[src/rtl/shift_engine_if.sv]
// Request/result bundle between the ALU sequencer and shift_engine.
// master drives the operation request, slave returns status and result.
interface shift_engine_if #(
    parameter int DATA_W = 16,
    parameter int AMT_W  = $clog2(DATA_W)
);
    logic              start;
    logic [3:0]        ALU_FUN;
    logic [1:0]        shift_mode;
    logic [DATA_W-1:0] A;
    logic [DATA_W-1:0] B;
    logic [AMT_W-1:0]  shamt;
    logic              busy;
    logic [DATA_W-1:0] SHIFT_out;
    logic              SHIFT_flag;
    logic              SHIFT_carry;

    modport master (
        output start, ALU_FUN, shift_mode, A, B, shamt,
        input  busy, SHIFT_out, SHIFT_flag, SHIFT_carry
    );

    modport slave (
        input  start, ALU_FUN, shift_mode, A, B, shamt,
        output busy, SHIFT_out, SHIFT_flag, SHIFT_carry
    );
endinterface

[src/rtl/shift_engine.sv]
// Multi-cycle shifter: one bit per cycle, logical/arithmetic (rotate with SHIFT_ROTATE_EN).
// Latency shamt+1 cycles to the SHIFT_flag pulse; result and carry held until next completion.
// No queuing: start is sampled only in IDLE, so requests while busy are dropped.
module shift_engine #(
    parameter int DATA_W = 16,
    parameter int AMT_W  = $clog2(DATA_W)
) (
    input  logic           clk,
    input  logic           RST,
    shift_engine_if.slave  bus
);
    typedef enum logic [1:0] {IDLE, SHIFT, DONE} state_t;

    state_t            state, state_nxt;
    logic [DATA_W-1:0] work, work_nxt;
    logic [AMT_W-1:0]  count, count_nxt;
    logic              left, left_nxt;
    logic [1:0]        mode, mode_nxt;
    logic              carry, carry_nxt;
    logic [DATA_W-1:0] out_q, out_nxt;
    logic              cout_q, cout_nxt;
    logic              flag_q, flag_nxt;
    logic              busy_q;

    logic              rot;
    logic              arith;
    logic [DATA_W-1:0] stepped;
    logic              step_carry;

`ifdef SHIFT_ROTATE_EN
    assign rot = (mode == 2'b10);
`else
    assign rot = 1'b0;
`endif
    assign arith = (mode == 2'b01);

    // Single-bit step; arithmetic right re-fills from the MSB, which the step itself preserves.
    always_comb begin
        stepped    = work;
        step_carry = 1'b0;
        if (left) begin
            stepped    = {work[DATA_W-2:0], rot ? work[DATA_W-1] : 1'b0};
            step_carry = work[DATA_W-1];
        end else begin
            stepped    = {rot ? work[0] : (arith & work[DATA_W-1]), work[DATA_W-1:1]};
            step_carry = work[0];
        end
    end

    always_comb begin
        state_nxt = state;
        work_nxt  = work;
        count_nxt = count;
        left_nxt  = left;
        mode_nxt  = mode;
        carry_nxt = carry;
        out_nxt   = out_q;
        cout_nxt  = cout_q;
        flag_nxt  = 1'b0;
        case (state)
            IDLE: begin
                if (bus.start && (bus.ALU_FUN[3:2] == 2'b11)) begin
                    work_nxt  = bus.ALU_FUN[1] ? bus.B : bus.A;
                    left_nxt  = bus.ALU_FUN[0];
                    mode_nxt  = bus.shift_mode;
                    count_nxt = bus.shamt;
                    carry_nxt = 1'b0;
                    state_nxt = (bus.shamt == '0) ? DONE : SHIFT;
                end
            end
            SHIFT: begin
                work_nxt  = stepped;
                carry_nxt = step_carry;
                count_nxt = count - AMT_W'(1);
                if (count == AMT_W'(1)) state_nxt = DONE;
            end
            DONE: begin
                out_nxt   = work;
                cout_nxt  = carry;
                flag_nxt  = 1'b1;
                state_nxt = IDLE;
            end
            default: state_nxt = IDLE;
        endcase
    end

    always_ff @(posedge clk) begin
        if (RST) begin
            state  <= IDLE;
            work   <= '0;
            count  <= '0;
            left   <= 1'b0;
            mode   <= 2'b00;
            carry  <= 1'b0;
            out_q  <= '0;
            cout_q <= 1'b0;
            flag_q <= 1'b0;
            busy_q <= 1'b0;
        end else begin
            state  <= state_nxt;
            work   <= work_nxt;
            count  <= count_nxt;
            left   <= left_nxt;
            mode   <= mode_nxt;
            carry  <= carry_nxt;
            out_q  <= out_nxt;
            cout_q <= cout_nxt;
            flag_q <= flag_nxt;
            busy_q <= (state_nxt != IDLE);
        end
    end

    assign bus.busy        = busy_q;
    assign bus.SHIFT_out   = out_q;
    assign bus.SHIFT_flag  = flag_q;
    assign bus.SHIFT_carry = cout_q;
endmodule

[src/flat_wrapper.sv]
// flat-port wrapper written by rule: the top's interface ports become plain ports
module shift_engine_flat 
#(
    parameter int DATA_W = 16,
    parameter int AMT_W  = $clog2(DATA_W)
)
  (clk, RST, bus_start, bus_ALU_FUN, bus_shift_mode, bus_A, bus_B, bus_shamt, bus_busy, bus_SHIFT_out, bus_SHIFT_flag, bus_SHIFT_carry);
  shift_engine_if #(.DATA_W(DATA_W), .AMT_W(AMT_W)) bus_i ();
  input  logic clk;
  input  logic RST;
  input wire logic [$bits(bus_i.start)-1:0] bus_start;
  input wire logic [$bits(bus_i.ALU_FUN)-1:0] bus_ALU_FUN;
  input wire logic [$bits(bus_i.shift_mode)-1:0] bus_shift_mode;
  input wire logic [$bits(bus_i.A)-1:0] bus_A;
  input wire logic [$bits(bus_i.B)-1:0] bus_B;
  input wire logic [$bits(bus_i.shamt)-1:0] bus_shamt;
  output wire logic [$bits(bus_i.busy)-1:0] bus_busy;
  output wire logic [$bits(bus_i.SHIFT_out)-1:0] bus_SHIFT_out;
  output wire logic [$bits(bus_i.SHIFT_flag)-1:0] bus_SHIFT_flag;
  output wire logic [$bits(bus_i.SHIFT_carry)-1:0] bus_SHIFT_carry;
  assign bus_i.start = bus_start;
  assign bus_i.ALU_FUN = bus_ALU_FUN;
  assign bus_i.shift_mode = bus_shift_mode;
  assign bus_i.A = bus_A;
  assign bus_i.B = bus_B;
  assign bus_i.shamt = bus_shamt;
  assign bus_busy = bus_i.busy;
  assign bus_SHIFT_out = bus_i.SHIFT_out;
  assign bus_SHIFT_flag = bus_i.SHIFT_flag;
  assign bus_SHIFT_carry = bus_i.SHIFT_carry;
  shift_engine #(.DATA_W(DATA_W), .AMT_W(AMT_W)) u_core (.clk(clk), .RST(RST), .bus(bus_i));
endmodule
[config.mk]
export PLATFORM = sky130hd
export DESIGN_NAME = shift_engine_flat
export DESIGN_NICKNAME = d
export VERILOG_FILES = /design/src/rtl/shift_engine_if.sv /design/src/rtl/shift_engine.sv /design/src/flat_wrapper.sv
export SDC_FILE = /design/constraint.sdc
export NUM_CORES = 1
export LEC_CHECK = 0
export CAP_MARGIN = 20
export CORE_MARGIN = 2
export CORE_UTILIZATION = 35
export DETAILED_ROUTE_END_ITERATION = 8
export GPL_ROUTABILITY_DRIVEN = 1
export MAX_ROUTING_LAYER = met4
export SLEW_MARGIN = 0
export SYNTH_ARGS = -nofsm -noshare
export SYNTH_HDL_FRONTEND = slang
export SYNTH_SLANG_ARGS = --single-unit
[constraint.sdc]
create_clock -name clk -period 1.8 [get_ports clk]
set_input_delay 0.36 -clock clk [delete_from_list [all_inputs] [get_ports clk]]
set_output_delay 0.36 -clock clk [all_outputs]
set_load 0.1 [all_outputs]
=== Yosys cells after proc, flatten, opt, wreduce, memory -nomap -nowiden ===
Index checks and enable logic that the tools add are counted.

* Register bits: 45
* Input port bits: 45
* Output and inout bits: 19
* Word-level logic and storage cells: 39

* Add/subtract/negate cells: 1
* Equality and inequality tests: 6
* Mux-type cells: 14
* Bitwise logic cells: 1
* Reduce and logical (&&, ||, !) cells: 7

{| class="wikitable"
|+ Operator list
! operator !! count
|-
| 16-bit 2-to-1 mux || 3
|-
| 16-bit case mux with 2 select lines || 1
|-
| 4-bit case mux with 2 select lines || 1
|-
| 2-bit 2-to-1 mux || 3
|-
| 2-bit by 1-bit equality test with 1-bit output (second input constant) || 2
|-
| 2-bit equality test (second input constant) || 2
|-
| 4-bit by 1-bit equality test with 1-bit output (second input constant) || 1
|-
| 4-bit zero test || 1
|-
| 4-bit 2-to-1 mux || 1
|-
| 2-bit case mux with 2 select lines || 1
|-
| 2-bit AND reduction || 2
|-
| 2-bit nonzero test || 2
|-
| 4-bit by 1-bit subtractor with 4-bit output (second input constant) || 1
|-
| 1-bit 2-to-1 mux || 3
|-
| 2-bit zero test || 1
|-
| 2-bit by 1-bit inequality test with 1-bit output (second input constant) || 1
|-
| 1-bit case mux with 2 select lines || 1
|-
| 1-bit bitwise AND || 1
|-
| 1-bit logical AND || 1
|}

=== Depth between registers and ports, before layout ===
Gate-level depths: netlist of run 1.

* Depth in word-level cells: 5
* Mapped depth: 6
* Depth with buffers taken out: 5

=== Worst setup path before layout of run 1 ===
No wires, ideal clock.

* Kind: input -> register
* From: input port bus_ALU_FUN[1]
* To: register u_core.work[12]
* Setup time: 0.117 ns
* Data arrival time: 1.241 ns
* Required time: 1.683 ns
* Path slack: 0.441 ns
* Stages on the path: 5
* Path buffers: 2
* Cells stage by stage: buf_2 buf_4 mux2i_1 nand2_1 a32o_1

* Cells in the longest elaborated chain, start to end: 3

{| class="wikitable"
|+ Ends and longest elaborated chain
! item !! RTL line !! source
|-
| from (decl) || flat_wrapper.sv:12 || <nowiki>input wire logic [$bits(bus_i.ALU_FUN)-1:0] bus_ALU_FUN;</nowiki>
|-
| 16-bit 2-to-1 mux || shift_engine.sv:63 || <nowiki>work_nxt = bus.ALU_FUN[1] ? bus.B : bus.A;</nowiki>
|-
| 16-bit 2-to-1 mux || shift_engine.sv:62 || <nowiki>if (bus.start && (bus.ALU_FUN[3:2] == 2'b11)) begin</nowiki>
|-
| 16-bit case mux with 2 select lines || shift_engine.sv:60 || <nowiki>case (state)</nowiki>
|-
| to (signal assigned) || shift_engine.sv:101 || <nowiki>work <= work_nxt;</nowiki>
|-
| to (decl) || shift_engine.sv:15 || <nowiki>logic [DATA_W-1:0] work, work_nxt;</nowiki>
|}

No other way between the ends. The select of a mux whose other input is x is not followed.
A chain may end at the register's enable or synchronous reset.

=== Worst setup path in the final report of run 1 ===
* From: register u_core.state[1]
* To: register u_core.work[0]

* Cells in the longest elaborated chain, start to end: 3
* Elaborated cells on any way between the ends: 6
* Those cells by class: eq/ne: 2; mux: 1; reduce/logical: 3

{| class="wikitable"
|+ Ends and longest elaborated chain
! item !! RTL line !! source
|-
| from (decl) || shift_engine.sv:14 || <nowiki>state_t state, state_nxt;</nowiki>
|-
| from (signal assigned) || shift_engine.sv:100 || <nowiki>state <= state_nxt;</nowiki>
|-
| 2-bit zero test / 2-bit by 1-bit equality test with 1-bit output (equally long branches) || shift_engine.sv:60 ||
|-
| 2-bit by 1-bit inequality test with 1-bit output (no source line) / 2-bit nonzero test (equally long branches) || n/a ||
|-
| 2-bit AND reduction (no source line) || n/a ||
|}

Parallel ways exist; a longest one is shown, timed or not.

==> results list, run 1 <==
- Vias/cell: 5.15
* Syn Inst Count: 253
- DR vias: between 2000 and 2500
- Synthesis inferred 45 register bits.
- Of all nets on the critical path, the largest fanout is 16.
- The HPWL after detailed placement is 4010 µm.
- Measured against its own limit, the worst slew margin works out to 0.543.
- Summed over all layers, the routed wires come to 5550 µm.
- Setup Buffers After CTS: 0
* Required time of the critical path: 2.05 ns
* Placement Cell Area: 0.00319 mm²
- Of the total power, the clock network draws 0.298.
* Number of buffers created by CTS: 5
* Mapped Area: ~0.0023 mm²
- Setup repair after global routing left no endpoint under its margin.
* Cells resized by post-CTS repair: 0
- Number of unique standard cell types used by synthesis: 40
- For met3 alone, demand over resource in global routing was 0.0324.
* Total number of yosys warnings: 0
- At the pin with the least slew margin, the transition time is 0.684 ns.
- Net switching fraction of the power: 0.275
* Cell row count: 29
- Sequential area share after synthesis: 0.400
* Data arrival time of the critical path: roughly 1.9 ns
- The biggest area contributor in the post-synthesis netlist is sky130_fd_sc_hd__dfxtp_1.
* DR pass1 iterations: 4
- For the worst flop-to-flop path, the logic depth is 3.
- Initial DRC count: 129
- For met1 alone, demand over resource in global routing was 0.211.
- Highest-utilization routing layer at the global route stage: met2
- Measured on the finished design, the core utilization comes to 0.521.
- The worst hold path passes through 2 cells.
- Highest achievable clock rate: 0.594 GHz
- The H-tree generated during clock tree synthesis spans 2 levels.
* Total gr overflow: 0
- The worst setup path is launched from a register.
- For hold timing, the worst endpoint is u_core.carry$_SDFFE_PP0P_.
- Critical R2R Capture: u_core.work[0]$_SDFFE_PP0P_
* Maximum number of pins on one net before global-route repair: 20
* Min-Delay Startpoint: u_core.carry$_SDFFE_PP0P_
* Post-route clock period utilization: 0.935
* TritonCTS clock tree: built
- Fill cells in the final layout number 620.
- Setup violations remaining at the end of the flow were counted as 0.
- Core footprint: roughly 0.0063 mm²
- Buffers inserted to repair hold after CTS numbered 0.
- Leak pwr: approximately 1.2 nW
- Met2 track utilization from global routing: 0.253
* Setup slack, reg-to-reg: 0.12 ns
- Worst min-delay path class: register to register
* Starting density of the core: 0.359
- During placement, the flow inserted port buffers numbering 63.
- The top cell types in the final layout, fill and taps aside, are 62 x sky130_fd_sc_hd__nand2_1, 45 x sky130_fd_sc_hd__dfxtp_1, 44 x sky130_fd_sc_hd__clkdlybuf4s50_1, 31 x sky130_fd_sc_hd__mux2i_1, 24 x sky130_fd_sc_hd__a21oi_1.
- Horizontal die dimension: 84.2 µm
- Of the post-synthesis cell area, the dominant cell type holds 0.400.
- The share of total power dissipated in combinational logic is 0.190.
* Number of hold-slack violations in the final timing report: 0
* Final min period: between 1.5 and 2 ns
- Mean instance size in the synthesized netlist: 8.91 µm²
- The die covers ~0.0071 mm².
* Launch point of the critical path: u_core.state[1]$_SDFF_PP0_
- Antenna violations before repair: 0
* Power share of the sequential group: 0.512
- Final hold slack: 0.472 ns
* DIE HEIGHT: 84.2 µm
* Internal power: between 1.5 and 2 mW
- Setup_tns: 0 ns
- The tree is rooted in a sky130_fd_sc_hd__clkbuf_8.
- The final-report max-slew violation count was 0.
- Buffer depth of the longest clock path: 2
- Most common cell after layout, fill and taps aside: sky130_fd_sc_hd__nand2_1
- After detailed routing, the average wire length per cell comes to 14.0 µm.
* Final clock skew: 0.00906 ns
* Net load switching power: roughly 580 µW
* Ports placed on the boundary: 64
- At the later pin of the worst-skew pair, clock insertion delay measures approximately 0.30 ns.
- The repair_antennas step left the layout with diodes totalling 0.
- The count of nets left with antenna violations once routing finished came out at 0.
* Largest voltage drop on the vdd net: 0.000392 V
* Layout Area Growth over Synthesis: 45.3%
- Routability cong.: 0.760
- The startpoint identified for the worst register-to-register timing path is u_core.state[1]$_SDFF_PP0_.
* CP Class: register to register
- Pwr/cell area: between 600 and 700 mW/mm²
- By area the synthesized netlist is led by sky130_fd_sc_hd__dfxtp_1 40%, sky130_fd_sc_hd__mux2i_1 14%, sky130_fd_sc_hd__nand2_1 10%.
* Post-route cell area: 0.00327 mm²
- Post-route DRC: 0
- The first global-routing pass estimated just over 9000 µm of wire.
* Vias in the first global route: 1904
* Run status: complete, no violations
- The clock drives 45 sinks.
* Final nets: between 300 and 400
* Global-route total usage across every layer: 0.162
- Max-cap violations in this run came to 0.
- Clock-pin transition on the worst setup and hold timing paths: around 0.09 ns
- Endpoint class of the critical path: register
- Synthesized Nets: 300
* Ratio of cells with drive above 1 in the final layout: 0.156
-- critical path, stage by stage (launching register included) --
cell and delay (ns):
sky130_fd_sc_hd__dfxtp_1 0.58, sky130_fd_sc_hd__and4b_4 0.28, sky130_fd_sc_hd__nor3_4 0.53, sky130_fd_sc_hd__a22o_1 0.24
-- synth_stat cells (all sizes together) --
cell and n:
a211o 2, a211oi 1, a21boi 1, a21oi 24, a22o 1, a31o 1, a31oi 1, a32o 13
a41oi 1, and2 1, and3b 1, and4b 1, buf 21, clkbuf 1, dfxtp 45, ha 2
inv 4, mux2 1, mux2i 31, nand2 62, nand2b 2, nand3 7, nand3b 2, nand4b 1
nand4bb 2, nor2 3, nor2b 2, nor3 4, nor3b 1, nor4 4, o2111ai 2, o211ai 2
o21a 1, o21ai 4, o32a 1
-- metrics by stage --
| step | total power, mW | setup WS [ns] | instances |
|---|---|---|---|
| after floorplan | 1.31 | 0.441 | 253 |
| after global placement | 1.49 | -0.0549 | 389 |
| after detailed placement | 1.50 | -0.0663 | 389 |
| after CTS | 2.12 | 0.122 | 397 |
| after global routing | 2.19 | 0.0171 | 397 |
| final | 2.10 | 0.117 | 397 |
-- routing by layer --
metal | wire length, µm | share of wire | up-vias
met5 | 0 | 0 | -
met3 | 197 | 0.036 | 5
met4 | 77 | 0.014 | 0
met1 | 2610 | 0.47 | 967
met2 | 2670 | 0.48 | 44
li1 | - | - | 1028
-- worst max-delay path by stage --
| stage | slack, ns | cells past startpoint | endpoint |
|---|---|---|---|
| 2_1_floorplan | 0.44 | 5 | u_core.work[12]$_SDFFE_PP0P_ |
| 3_3_place_gp | -0.05 | 4 | u_core.work[0]$_SDFFE_PP0P_ |
| 3_5_place_dp | -0.07 | 4 | u_core.work[0]$_SDFFE_PP0P_ |
| 4_1_cts | 0.12 | 3 | u_core.work[0]$_SDFFE_PP0P_ |
| 5_1_grt | 0.02 | 3 | u_core.work[0]$_SDFFE_PP0P_ |
| 6_report | 0.12 | 3 | u_core.work[0]$_SDFFE_PP0P_ |
-- state kept, by name, indices dropped and copies added (netlist names) --
name	flops
u_core.left	1
u_core.bus.SHIFT_out	16
u_core.state	2
u_core.count	4
u_core.bus.SHIFT_carry	1
u_core.bus.SHIFT_flag	1
u_core.carry	1
u_core.bus.busy	1
u_core.mode	2
u_core.work	16
-- power by group through the flow --
stage	logic, mW	registers, mW	clock network [mW]
floorplan	0.203	1.11	0
global placement	0.394	1.10	0
detailed placement	0.400	1.10	0
CTS	0.401	1.08	0.641
global route	0.433	1.08	0.679
finish	0.399	1.08	0.626
-- cell families (layout without fill, tap and decap cells) --
kind of cell	count (synthesis)	after routing	synth area share
compound gates	55	55	0.171
flops	45	45	0.400
mux	32	32	0.143
buf+inv	26	93	0.0711
fa+ha+maj	2	2	0.0111
simple gates	93	93	0.204
-- cell type report --
cell class | count | area (µm²) | share of cell area
Clock buffer | 6 | 72.6 | 0.0222
Clock inverter | 2 | 15.0 | 0.00459
Inverter | 4 | 15.0 | 0.00459
Multi-Input combinational cell | 182 | 1190 | 0.364
Sequential cell | 45 | 901 | 0.275
Tap cell | 77 | 96.3 | 0.0294
Timing Repair Buffer | 81 | 981 | 0.300
Power figures use the tool's default switching activity.
==> inputs of run 2 (changes only) <==
- CORE_MARGIN: 2 -> not set
- SLEW_MARGIN: 0 -> 20
==> run 2 against run 1 <==
  * Final cell count shrank 0.25%
  * Count of clock-buffer cells in the layout shrank 1
  * Critical path depth grew 1
  * Non-clock buffer count grew 1
  * Clock skew grew 0.0026 ns
  * Worst setup slack gained 0.076 ns
  * Power grew 0.60%
==> results list, run 2 (synthesis results as in run 1) <==
- Run status: complete, no violations (unchanged).
- Cell row count: 28 (was 29)
- The die width is 82.2 µm (was 84.2 µm).
- Cell breakdown of the critical path: clkdlybuf4s50_1 > and4b_4 > nor3_4 > a22o_1 (was and4b_4 > nor3_4 > a22o_1)
- The startpoint type of the worst setup path was an input port (was register).
* Leak pwr: 1.21 nW (was 1.20 nW)
- Setup repair after global routing missed its margin: no (unchanged)
- The number of routed nets with antenna violations is 0 (unchanged).
- The detailed placer's ending HPWL was 3930 µm (was 4010 µm).
- Hold-critical path depth: 2 (unchanged)
* Finished Core Util: 0.542 (was 0.521)
- The via count of the first global-routing pass was 1903 (was 1904).
* Setup Buffers After CTS: 0 (unchanged)
- Number of setup violations in the final report: 0 (unchanged)
* Design Power: 2.11 mW (was 2.10 mW)
* Buffer depth of the longest clock path: 2 (unchanged)
* Placed insts: 388 (was 389)
- The clock latency on the worst-skew pair was 0.30 ns (about the same).
- Slew at the pin closest to its max-slew limit: 0.652 ns (was 0.684 ns)
- The final-report max-slew violation count came to 0 (unchanged).
- Buffers added on ports: 63 (unchanged)
- The largest clock skew in the final design was 0.0117 ns (was 0.00906 ns).
* Layout Area Growth over Synthesis: 45.8% (was 45.3%)
- The starting DRC count in detailed routing came to 128 (was 129).
- Largest voltage drop on the vdd net: 0.000369 V (was 0.000392 V)
* Sink Count: 45 (unchanged)
- The endpoint kind of the worst setup timing path was a register (unchanged).
- The critical hold path startpoint is u_core.carry$_SDFFE_PP0P_ (unchanged).
- The largest net degree at the start of global routing was 21 (was 20).
- Number of buffers created by CTS: 5 (unchanged)
* Wire length of the first global-routing pass: 9000 µm (was 9180 µm)
- Total gr overflow: 0 (unchanged)
- Worst min-delay path class: register to register (unchanged)
- The total number of nets in the final design is 367 (was 366).
- The clock transition time at the flip-flop clock pins of the worst setup and hold paths was 0.09 ns (about the same).
- The worst min-delay path endpoint was u_core.bus.SHIFT_carry$_SDFFE_PP0P_ (was u_core.carry$_SDFFE_PP0P_).
- The slowest stage cell on the critical path is sky130_fd_sc_hd__nor3_4 (was sky130_fd_sc_hd__dfxtp_1).
- The initial cell density of the core was 0.372 (was 0.359).
- The sequential standard cell area was 901 µm² (unchanged).
* Largest driver fanout on the critical path: 16 (unchanged)
* Cell at the root of the clock tree: sky130_fd_sc_hd__clkbuf_8 (unchanged)
* Final min period: 1.61 ns (was 1.68 ns)
* Routability cong.: 0.755 (was 0.760)
- The wire length after detailed routing came to 5320 µm (was 5550 µm).
* Core footprint: 0.00606 mm² (was 0.00628 mm²)
* Critical R2R Capture: u_core.work[0]$_SDFFE_PP0P_ (unchanged)
- Setup_tns: 0 ns (unchanged)
* Ports placed on the boundary: 64 (unchanged)
* Antenna violations before repair: 0 (unchanged)
- The via-per-instance ratio is 5.17 (was 5.15).
- The power per cell area was 644 mW/mm² (was 642 mW/mm²).
* Global-route total usage across every layer: 0.179 (was 0.162)
* Data arrival time of the critical path: 1.85 ns (was 1.94 ns)
- The reg-to-reg critical path startpoint was u_core.state[1]$_SDFF_PP0_ (unchanged).
- Most common cell after layout, fill and taps aside: sky130_fd_sc_hd__nand2_1 (unchanged)
- Detail-routed net length per standard cell: 13.4 µm (was 14.0 µm)
* CP Class: input port to register (was register to register)
* Final hold slack: 0.466 ns (was 0.472 ns)
- Maximum single-stage delay on the critical path: 0.51 ns (was 0.58 ns)
- Antenna Cells: 0 (unchanged)
- The fill cell total of the finished layout is 571 (was 620).
* Setup slack, reg-to-reg: 0.31 ns (was 0.12 ns)
* Post-route DRC: 0 (unchanged)
- The total vias in the final route was 2048 (was 2044).
- Post-route clock period utilization: 0.893 (was 0.935)
* DR pass1 iterations: 4 (unchanged)
- Die area: 0.00676 mm² (was 0.00710 mm²)
- TritonCTS clock tree: built (unchanged)
* Cells resized by post-CTS repair: 0 (unchanged)
- Max-capacitance violation count: 0 (unchanged)
- Post-route insts no fill: 396 (was 397)
* Ratio of cells with drive above 1 in the final layout: 0.162 (was 0.156)
* Number of hold-slack violations in the final timing report: 0 (unchanged)
* CTS Hold Buffers Added: 0 (unchanged)
* DIE HEIGHT: 82.2 µm (was 84.2 µm)
* Area taken by multi-input logic gates: 0.00119 mm² (unchanged)
- The maximum operating frequency came to 0.622 GHz (was 0.594 GHz).
- Number of H-tree levels: 2 (unchanged)
- Leading cell types in the layout, fill and taps excluded: 62 x sky130_fd_sc_hd__nand2_1, 45 x sky130_fd_sc_hd__dfxtp_1, 44 x sky130_fd_sc_hd__clkdlybuf4s50_1, 31 x sky130_fd_sc_hd__mux2i_1, 24 x sky130_fd_sc_hd__a21oi_1 (unchanged).
- The required time of the worst setup path came to 2.04 ns (was 2.05 ns).
- Relative slew slack: 0.564 (was 0.543)
* Worst reg-to-reg path cell count: 3 (unchanged)
-- run 2: report_power, final --
group / leakage, nW / switching (mW) / internal, mW
logic: 0.805 / 0.181 / 0.216
clock network: 0.0447 / 0.363 / 0.280
registers: 0.365 / 0.0392 / 1.03
-- run 2: critical path: cells and delay by family --
| family | cells | cell delay (ns) |
|---|---|---|
| buffers and inverters | 1 | 0.50 |
| AO/OA/AOI/OAI | 1 | 0.24 |
| AND/OR/NAND/NOR | 2 | 0.75 |
-- run 2: final cells by class --
type	instances	area share
timing repair buffer	82	0.301
multi-input combinational	182	0.363
clock inverter	3	0.00762
inverter	4	0.00457
sequential	45	0.274
clock buffer	5	0.0210
tap	75	0.0286
-- run 2: worst max path at each step --
stage	startpoint	endpoint	depth (start not counted)
2_1_floorplan	bus_ALU_FUN[1]	u_core.work[12]$_SDFFE_PP0P_	5
3_5_place_dp	bus_ALU_FUN[3]	u_core.work[0]$_SDFFE_PP0P_	4
3_3_place_gp	bus_ALU_FUN[3]	u_core.work[0]$_SDFFE_PP0P_	4
5_1_grt	bus_ALU_FUN[3]	u_core.work[0]$_SDFFE_PP0P_	4
6_report	bus_ALU_FUN[3]	u_core.work[0]$_SDFFE_PP0P_	4
4_1_cts	bus_ALU_FUN[3]	u_core.work[0]$_SDFFE_PP0P_	4
-- run 2: metrics by stage --
stage	instance area, µm²	setup slack [ns]
3_3_place_gp	3190	-0.0914
2_1_floorplan	2250	0.441
5_1_grt	3280	0.128
6_report	3280	0.193
4_1_cts	3280	0.195
3_5_place_dp	3190	-0.111
-- run 2: layer usage --
layer	share of wire	wire length, µm	global-route usage	vias up
met5	0	0	-	-
met1	0.46	2450	0.230	950
met3	0.044	233	0.0286	5
met4	0.013	69	0.0632	0
met2	0.48	2570	0.282	56
li1	-	-	-	1037
